## src/rtl/mdriver_cmd_sequencer.sv

```systemverilog
// Command FIFO and one-at-a-time issue sequencer for the AXI-Lite master wrapper's mdriver port.
// Optional watchdog on the wait-for-fin phase is enabled with `define SEQ_TIMEOUT_EN.
module mdriver_cmd_sequencer #(
    parameter int ADDR_W  = 32,
    parameter int DATA_W  = 32,
    parameter int DEPTH   = 4,
    parameter int TIMEOUT = 64
) (
    input  logic              clk,
    input  logic              rst,
    input  logic              cmd_valid,
    output logic              cmd_ready,
    input  logic              cmd_we,
    input  logic [ADDR_W-1:0] cmd_addr,
    input  logic [DATA_W-1:0] cmd_data,
    output logic              rsp_valid,
    input  logic              rsp_ready,
    output logic              rsp_we,
    output logic [DATA_W-1:0] rsp_data,
    output logic              rsp_err,
    output logic              drv_exec,
    output logic              drv_we,
    output logic [ADDR_W-1:0] drv_address,
    output logic [DATA_W-1:0] drv_data,
    input  logic [DATA_W-1:0] drv_rdata,
    input  logic              drv_fin
);
    // state | meaning
    // IDLE  | waiting for a queued command; pops the head into drv_* when one exists
    // ISSUE | drv_exec pulse to the wrapper
    // WAIT  | command outstanding, waiting for drv_fin
    // RESP  | response presented, held until rsp_ready
    // HALT  | watchdog fired; only rst leaves this state
    typedef enum logic [2:0] {S_IDLE, S_ISSUE, S_WAIT, S_RESP, S_HALT} state_t;

    localparam int              PTR_W    = $clog2(DEPTH);
    localparam logic [PTR_W:0]  FULL_CNT = (PTR_W+1)'(DEPTH);

    state_t            state;
    logic [ADDR_W-1:0] fifo_addr [DEPTH];
    logic [DATA_W-1:0] fifo_data [DEPTH];
    logic              fifo_we   [DEPTH];
    logic [PTR_W-1:0]  wr_ptr;
    logic [PTR_W-1:0]  rd_ptr;
    logic [PTR_W:0]    count;
    logic              push;
    logic              pop;

    // No bypass: a full FIFO refuses a push even while the same edge pops.
    assign cmd_ready = (count != FULL_CNT);
    assign push      = cmd_valid && cmd_ready;
    assign pop       = (state == S_IDLE) && (count != '0);

    always_ff @(posedge clk) begin
        if (push) begin
            fifo_addr[wr_ptr] <= cmd_addr;
            fifo_data[wr_ptr] <= cmd_data;
            fifo_we[wr_ptr]   <= cmd_we;
        end
    end

    always_ff @(posedge clk or posedge rst) begin
        if (rst) begin
            wr_ptr <= '0;
            rd_ptr <= '0;
            count  <= '0;
        end else begin
            if (push) wr_ptr <= wr_ptr + PTR_W'(1);
            if (pop)  rd_ptr <= rd_ptr + PTR_W'(1);
            count <= count + (PTR_W+1)'(push) - (PTR_W+1)'(pop);
        end
    end

`ifdef SEQ_TIMEOUT_EN
    localparam int WD_W = $clog2(TIMEOUT + 1);
    logic [WD_W-1:0] wd_cnt;
    logic            rsp_err_q;
    assign rsp_err = rsp_err_q;
`else
    assign rsp_err = 1'b0;
`endif

    always_ff @(posedge clk or posedge rst) begin
        if (rst) begin
            state       <= S_IDLE;
            drv_exec    <= 1'b0;
            drv_we      <= 1'b0;
            drv_address <= '0;
            drv_data    <= '0;
            rsp_valid   <= 1'b0;
            rsp_we      <= 1'b0;
            rsp_data    <= '0;
`ifdef SEQ_TIMEOUT_EN
            wd_cnt      <= '0;
            rsp_err_q   <= 1'b0;
`endif
        end else begin
            drv_exec <= 1'b0;
            case (state)
                S_IDLE: begin
                    if (pop) begin
                        drv_we      <= fifo_we[rd_ptr];
                        drv_address <= fifo_addr[rd_ptr];
                        drv_data    <= fifo_data[rd_ptr];
                        drv_exec    <= 1'b1;
                        state       <= S_ISSUE;
                    end
                end
                S_ISSUE: begin
`ifdef SEQ_TIMEOUT_EN
                    wd_cnt <= '0;
`endif
                    state <= S_WAIT;
                end
                S_WAIT: begin
                    // drv_we is still the issued direction here, so it selects the capture.
                    if (drv_fin) begin
                        rsp_we    <= drv_we;
                        rsp_data  <= drv_we ? '0 : drv_rdata;
                        rsp_valid <= 1'b1;
`ifdef SEQ_TIMEOUT_EN
                        rsp_err_q <= 1'b0;
`endif
                        state     <= S_RESP;
                    end
`ifdef SEQ_TIMEOUT_EN
                    else if (wd_cnt == WD_W'(TIMEOUT - 1)) begin
                        rsp_we    <= drv_we;
                        rsp_data  <= '0;
                        rsp_err_q <= 1'b1;
                        rsp_valid <= 1'b1;
                        state     <= S_HALT;
                    end else begin
                        wd_cnt <= wd_cnt + WD_W'(1);
                    end
`endif
                end
                S_RESP: begin
                    if (rsp_ready) begin
                        rsp_valid <= 1'b0;
                        state     <= S_IDLE;
                    end
                end
                S_HALT: begin
                    if (rsp_ready) rsp_valid <= 1'b0;
                end
                default: state <= S_IDLE;
            endcase
        end
    end
endmodule

```

## config.mk

```make
export PLATFORM = sky130hd
export DESIGN_NAME = mdriver_cmd_sequencer
export DESIGN_NICKNAME = d
export VERILOG_FILES = /design/src/rtl/mdriver_cmd_sequencer.sv
export SDC_FILE = /design/constraint.sdc
export NUM_CORES = 1
export LEC_CHECK = 0
export ABC_CLOCK_PERIOD_IN_PS = 3640
export CELL_PAD_IN_SITES_DETAIL_PLACEMENT = 2
export CELL_PAD_IN_SITES_GLOBAL_PLACEMENT = 2
export CORE_ASPECT_RATIO = 1.2
export CORE_MARGIN = 5
export CORE_UTILIZATION = 35
export DETAILED_ROUTE_END_ITERATION = 7
export GPL_TIMING_DRIVEN = 0
export PLACE_DENSITY = 0.74
export SETUP_SLACK_MARGIN = 0.4
export SYNTH_ARGS = -nofsm -noshare
export SYNTH_HDL_FRONTEND = slang
export SYNTH_SLANG_ARGS = --single-unit
export TNS_END_PERCENT = 50
```

## constraint.sdc

```tcl
create_clock -name clk -period 3.64 [get_ports clk]
set_input_delay 0.728 -clock clk [delete_from_list [all_inputs] [get_ports clk]]
set_output_delay 0.728 -clock clk [all_outputs]
set_load 0.03 [all_outputs]
```

==> results.json, run 1 <==
{
  "max-slew-margin-rel": 0.509,
  "powerDensity_nw_per_um2": 886,
  "numPlacedInstances": 1547,
  "fin_cells": 1619,
  "fp.coreArea_um2": 38800,
  "hold_path_class": "reg -> reg",
  "portBuffers": 202,
  "path_max_fanout": 11,
  "setup-tns-final_ns": 0,
  "numCtsBuffers": 39,
  "start_kind": "flip-flop",
  "cts_root_buf": "clkbuf_16",
  "drive_gt1_frac": 0.144,
  "crit_chain": "inv_1 -> ha_1 -> o31ai_2 -> inv_2 -> clkbuf_1 -> ha_1 -> inv_1 -> ha_1 -> inv_1 -> fa_1 -> xnor2_1 -> xnor2_1",
  "cts_hold_buf": 0,
  "finalCriticalPeriod_ns": 2.85,
  "crit_arrival_ns": 3.25,
  "cts_tree": "yes",
  "cts_setup_buffers": 0,
  "ys_seq_elements": 369,
  "min_period_over_period": 0.784,
  "via_per_inst": 4.76,
  "grt_overflow": 0,
  "ys.flop_type": "edfxtp_1",
  "synth_top_area_share": 0.566,
  "clk_path_buf_depth": 3,
  "synth_cells": 812,
  "die_w_um": 191,
  "p_leak_nw": 6.67,
  "critPathSlowestCell": "clkbuf_1",
  "ys_top_cells_by_area": "edfxtp_1 (57%), dfrtp_1 (20%), mux4_2 (11%), nand2_1 (6.3%), nand2b_1 (1.5%)",
  "status": "complete, no violations",
  "synth_nets": 924,
  "setup_viol": 0,
  "clkTransAtPathRegs_ns": 0.06,
  "ys_types": 29,
  "h-tree-depth": 2,
  "cts_resized": 0,
  "finalHoldViolCount": 0,
  "worst_ep_required_time_ns": 4.04,
  "drc_errors": 0,
  "dr.pass1.iters": 4,
  "routed_wl_um": 34400,
  "fillers": 3626,
  "final_antenna_net_count": 0,
  "hpwl_um": 23500,
  "peakVddDrop_uv": 479,
  "multi_input_area_um2": 3030,
  "yosys-top-cells-count": "edfxtp_1 (260), nand2_1 (230), dfrtp_1 (109)",
  "drt_iter0_drc": 226,
  "globalplace.congestion": 0.684,
  "syn_area_um2": 13800,
  "cp_top_family": "adder cells",
  "synth_warnings": 0,
  "nNetsFinal": 1174,
  "clock.fmax_mhz": 351,
  "cts.sinks": 369,
  "drv_cap": 0,
  "grt_pass1_wl_um": 52700,
  "start_util": 0.355,
  "max_stage_delay_ns": 0.56,
  "seq_area_frac_synth": 0.763,
  "async_reset_ff_frac": 0.295,
  "dieHeight_um": 228,
  "slew_violations": 0,
  "critPathKind": "reg -> reg",
  "regArea_um2": 10500,
  "fin_skew_ns": 0.0137,
  "antenna_found_initial": 2,
  "yosysMostFrequentCell": "edfxtp_1",
  "area_growth_pct": 29.7,
  "yosysTopAreaCell": "edfxtp_1",
  "num_rows": 79,
  "path_buf_inv": 5,
  "antennaDiodeCount": 0,
  "grt_max_degree": 41,
  "clkLatencyLatePin_ns": 0.53,
  "vias": 7708,
  "syn_area_per_cell_um2": 17.0,
  "worstMarginPinSlew_ns": 0.737,
  "hold_ws_ns": 0.475,
  "io_pins": 204,
  "wire_per_inst_um": 21.2,
  "grt_pass1_vias": 8811,
  "die-area_um2": 43500,
  "rsz0062_at_grt": "no",
  "synth_edf_count": 260,
  "grtUsageTotal": 0.158,
  "end_kind": "flip-flop"
}
==> worst reg2reg max path: stages, from the launching register on <==
cell and delay (ns):
dfrtp_1 0.40, inv_1 0.10, ha_1 0.21, o31ai_2 0.12
inv_2 0.09, clkbuf_1 0.56, ha_1 0.36, inv_1 0.05
ha_1 0.13, inv_1 0.05, fa_1 0.40, xnor2_1 0.15
xnor2_1 0.12
==> through the flow <==
stage | power (mW) | instance area [µm²] | worst slack, ns | utilization
2_1_floorplan | 9.85 | 13800 | 0.884 | -
3_3_place_gp | 12.1 | 16500 | -1.12 | 0.424
4_1_cts | 16.2 | 17900 | 0.732 | 0.461
5_1_grt | 16.8 | 17900 | 0.485 | 0.461
6_report | 15.9 | 17900 | 0.787 | 0.461
3_5_place_dp | 12.3 | 16700 | 0.738 | 0.429
==> sequential cells by signal, summed over array words and instances (netlist names) <==
register     flops
fifo_we          4
drv_exec         1
rd_ptr           2
drv_we           1
rsp_we           1
fifo_data      128
rsp_data        32
drv_data        32
count            3
fifo_addr      128
state            2
rsp_valid        1
wr_ptr           2
drv_address     32
==> power by group <==
group          internal [mW]  total (mW)  switching [mW]
combinational           2.43        5.85            3.42
sequential              5.74        6.22           0.476
clock                   2.24        3.80            1.56
==> cells in the final DEF (no fill, tap or decap), types with 2 or more instances in the layout <==
| cell | Yosys | routed |
|---|---|---|
| and3_4 | 0 | 4 |
| buf_1 | 3 | 3 |
| buf_12 | 0 | 3 |
| buf_16 | 0 | 4 |
| buf_2 | 13 | 13 |
| buf_4 | 3 | 3 |
| buf_6 | 5 | 5 |
| clkbuf_1 | 16 | 35 |
| clkbuf_16 | 0 | 40 |
| clkbuf_8 | 0 | 6 |
| clkdlybuf4s50_1 | 0 | 202 |
| clkinv_2 | 0 | 3 |
| dfrtp_1 | 109 | 109 |
| edfxtp_1 | 260 | 260 |
| ha_1 | 9 | 9 |
| inv_1 | 10 | 9 |
| mux2_2 | 2 | 2 |
| mux4_2 | 65 | 65 |
| nand2_1 | 230 | 230 |
| nand2b_1 | 33 | 33 |
| o21ai_0 | 26 | 26 |
| o21ai_1 | 7 | 7 |
| xnor2_1 | 5 | 5 |
==> cell type report <==
cell class | count | area share
buffer | 40 | 0.0120
clock buffer | 65 | 0.0645
clock inverter | 7 | 0.00412
inverter | 11 | 0.00252
multi-input combinational | 392 | 0.169
sequential | 369 | 0.588
tap | 526 | 0.0368
timing repair buffer | 209 | 0.122
==> routing by layer <==
layer / global-route usage / routed length, µm / vias to the layer above
met5: 0 / 21 / -
met2: 0.287 / 18100 / 185
met3: 0.0399 / 1960 / 47
met4: 0.0371 / 586 / 4
li1: - / - / 3455
met1: 0.190 / 13700 / 4017
==> kinds of logic (layout without fill, tap and decap cells) <==
group,after synthesis,after routing,synth area share
flip-flops,369,369,0.763
XOR/XNOR,5,5,0.00317
buffers and inverters,51,332,0.0186
other,1,1,0.000272
AO/OA/AOI/OAI,37,37,0.0149
AND/OR/NAND/NOR,271,271,0.0816
multiplexers,68,68,0.109
adder cells (fa/ha/maj),10,10,0.00961
==> worst paths after layout <==
kind / start / to / slack, ns / cells past startpoint
setup reg to reg: state[0] / count[2] / 0.79 / 12
hold reg to reg: drv_address[3] / drv_address[3] / 0.48 / 2
min in group asynchronous: rst / rsp_data[11] / 0.56 / 2
max in group asynchronous: rst / drv_data[0] / 2.30 / 4
setup / recovery: state[0] / count[2] / 0.79 / 12
hold / removal: drv_address[3] / drv_address[3] / 0.48 / 2
No activity file was read; power rests on OpenSTA's default activity.
==> inputs of run 2 (changes only) <==
ABC_CLOCK_PERIOD_IN_PS = 2400   (was 3640)
clock period = 2.4 ns   (was 3.64 ns; I/O delays follow)
==> results.json, run 2 (synthesis results as in run 1) <==
{
  "path_max_fanout": 3,
  "portBuffers": 202,
  "routed_wl_um": 35300,
  "grt_max_degree": 41,
  "nNetsFinal": 1189,
  "status": "complete, no violations",
  "cts_hold_buf": 0,
  "layout_commonest_cell": "edfxtp_1",
  "hold_path_class": "in -> async",
  "grt_overflow": 0,
  "drv_cap": 0,
  "worstMarginPinSlew_ns": 0.668,
  "endpoint": "count[2]",
  "grt.busiest_layer": "met2",
  "antenna_found_initial": 1,
  "dieHeight_um": 228,
  "rsz0062_at_grt": "yes",
  "reg2reg_to": "count[2]",
  "numCtsBuffers": 39,
  "clock.fmax_mhz": 451,
  "cts_root_buf": "clkbuf_16",
  "max_stage_delay_ns": 0.44,
  "grtUsageMet1": 0.187,
  "reg.largest.list": "fifo_addr x128, fifo_data x128",
  "finalHoldViolCount": 0,
  "pre_cts_slack_ns": -0.543,
  "setup_viol": 0,
  "die-area_um2": 43500,
  "drc_errors": 0,
  "h-tree-depth": 2,
  "antennaDiodeCount": 0,
  "peakVddDrop_uv": 689,
  "worstSetupStartpoint": "count[0]",
  "powerDensity_nw_per_um2": 1340,
  "hpwl_um": 23300,
  "start_kind": "flip-flop",
  "start_util": 0.355,
  "slew_violations": 0,
  "crit_chain": "or3b_4 -> and2_4 -> inv_2 -> ha_4 -> inv_4 -> ha_4 -> inv_2 -> fa_2 -> xnor2_2 -> xnor2_1",
  "fin_skew_ns": 0.0192,
  "r2r_slack_ns": 0.18,
  "grt_pass1_vias": 9252,
  "drive_gt1_frac": 0.173,
  "cts_tree": "yes",
  "via_per_inst": 4.75,
  "grt_pass1_wl_um": 54800,
  "end_kind": "flip-flop",
  "clk_path_buf_depth": 3,
  "crit_arrival_ns": 2.62,
  "clkLatencyLatePin_ns": 0.53,
  "max-slew-margin-rel": 0.555,
  "reg2reg_from": "count[0]",
  "min_period_over_period": 0.925,
  "grtUsageTotal": 0.164,
  "worst_ep_required_time_ns": 2.80,
  "use_met2": 0.314,
  "critPathKind": "reg -> reg",
  "io_pins": 204,
  "p_leak_nw": 6.90,
  "finalCriticalPeriod_ns": 2.22,
  "r2r_cells": 10,
  "critPathSlowestCell": "dfrtp_2",
  "num_rows": 79,
  "setup-tns-final_ns": 0,
  "gr-usage-met3": 0.0368,
  "vias": 7757,
  "final_antenna_net_count": 0,
  "dr.pass1.iters": 4,
  "cts.sinks": 369,
  "clkTransAtPathRegs_ns": 0.06,
  "mostFrequentLayoutCells": "edfxtp_1 (260), nand2_1 (230), clkdlybuf4s50_1 (146)",
  "area_growth_pct": 30.5,
  "fp.coreArea_um2": 38800,
  "die_w_um": 191,
  "fin_ws_ns": 0.181,
  "globalplace.congestion": 0.712,
  "wire_per_inst_um": 21.6,
  "drt_iter0_drc": 334
}
==> run 2: changes by cell type in the layout (fill, tap and decap cells not counted), moves of 3 or more <==
cell | previous run | this run
clkdlybuf4s50_1 | 202 | 146
dlygate4sd2_1 | 0 | 55
buf_4 | 3 | 18
clkbuf_1 | 35 | 24
clkinv_2 | 3 | 10
clkinv_1 | 1 | 6
inv_1 | 9 | 5
clkbuf_8 | 6 | 3
dfrtp_1 | 109 | 106
dfrtp_2 | 0 | 3
ha_1 | 9 | 6
ha_4 | 0 | 3
inv_2 | 1 | 4
==> run 2: layout make-up <==
cell class | instances | area (µm²)
fillers | 3686 | 20800
clock inverters | 19 | 128
well taps | 526 | 658
repair buffers | 224 | 2240
plain buffers | 40 | 239
multi-input cells | 392 | 3090
clock buffers | 53 | 1080
inverters | 11 | 47.5
flip-flops and latches | 369 | 10500
==> run 2: layer usage <==
| layer | routed length, µm | part of all wire |
|---|---|---|
| met5 | 9 | 0.00025 |
| met1 | 13500 | 0.38 |
| met4 | 663 | 0.019 |
| met2 | 19300 | 0.55 |
| met3 | 1850 | 0.052 |
==> run 2: through the flow <==
step / total power [mW] / util / instance area (µm²) / hold WS [ns] / std cells
after floorplan: 14.9 / - / 13800 / 0.500 / 812
after global placement: 18.2 / 0.425 / 16500 / 0.456 / 1540
after detailed placement: 18.7 / 0.429 / 16700 / 0.466 / 1547
after CTS: 24.6 / 0.464 / 18000 / 0.269 / 1633
after global routing: 25.6 / 0.464 / 18000 / 0.296 / 1634
final: 24.1 / 0.464 / 18000 / 0.281 / 1634
==> run 2: how the worst min path moves through the flow <==
stage                     slack [ns]             end  depth (start not counted)
after global routing            0.30    rsp_data[26]                          2
after global placement          0.46  drv_address[2]                          2
after detailed placement        0.47  drv_address[2]                          2
final                           0.28    rsp_data[26]                          2
after CTS                       0.27    rsp_data[26]                          2
after floorplan                 0.50        state[0]                          1
==> run 2: worst max-delay path: cells and delay by family, from the launching register on <==
family,cells,cell delay [ns]
and+or+nand+nor,2,0.58
adders and majority gates,3,0.67
DFF,1,0.44
buffers and inverters,3,0.14
xor gates and xnor gates,2,0.27
==> run 2: timing repair <==
action | CTS | global route
cloned | 0 | 0
setup endpoints to repair | 121 | 259
setup buffers | 14 | 1
gates resized for setup | 81 | 3
pin swaps | 7 | 3
==> run 2: power breakdown <==
| group | leakage, nW | total (mW) | switching, mW | internal (mW) |
|---|---|---|---|---|
| sequential | 3.74 | 9.42 | 0.707 | 8.71 |
| clock | 0.600 | 5.70 | 2.43 | 3.27 |
| combinational | 2.56 | 9.01 | 5.35 | 3.65 |
| total | 6.90 | 24.1 | 8.49 | 15.6 |
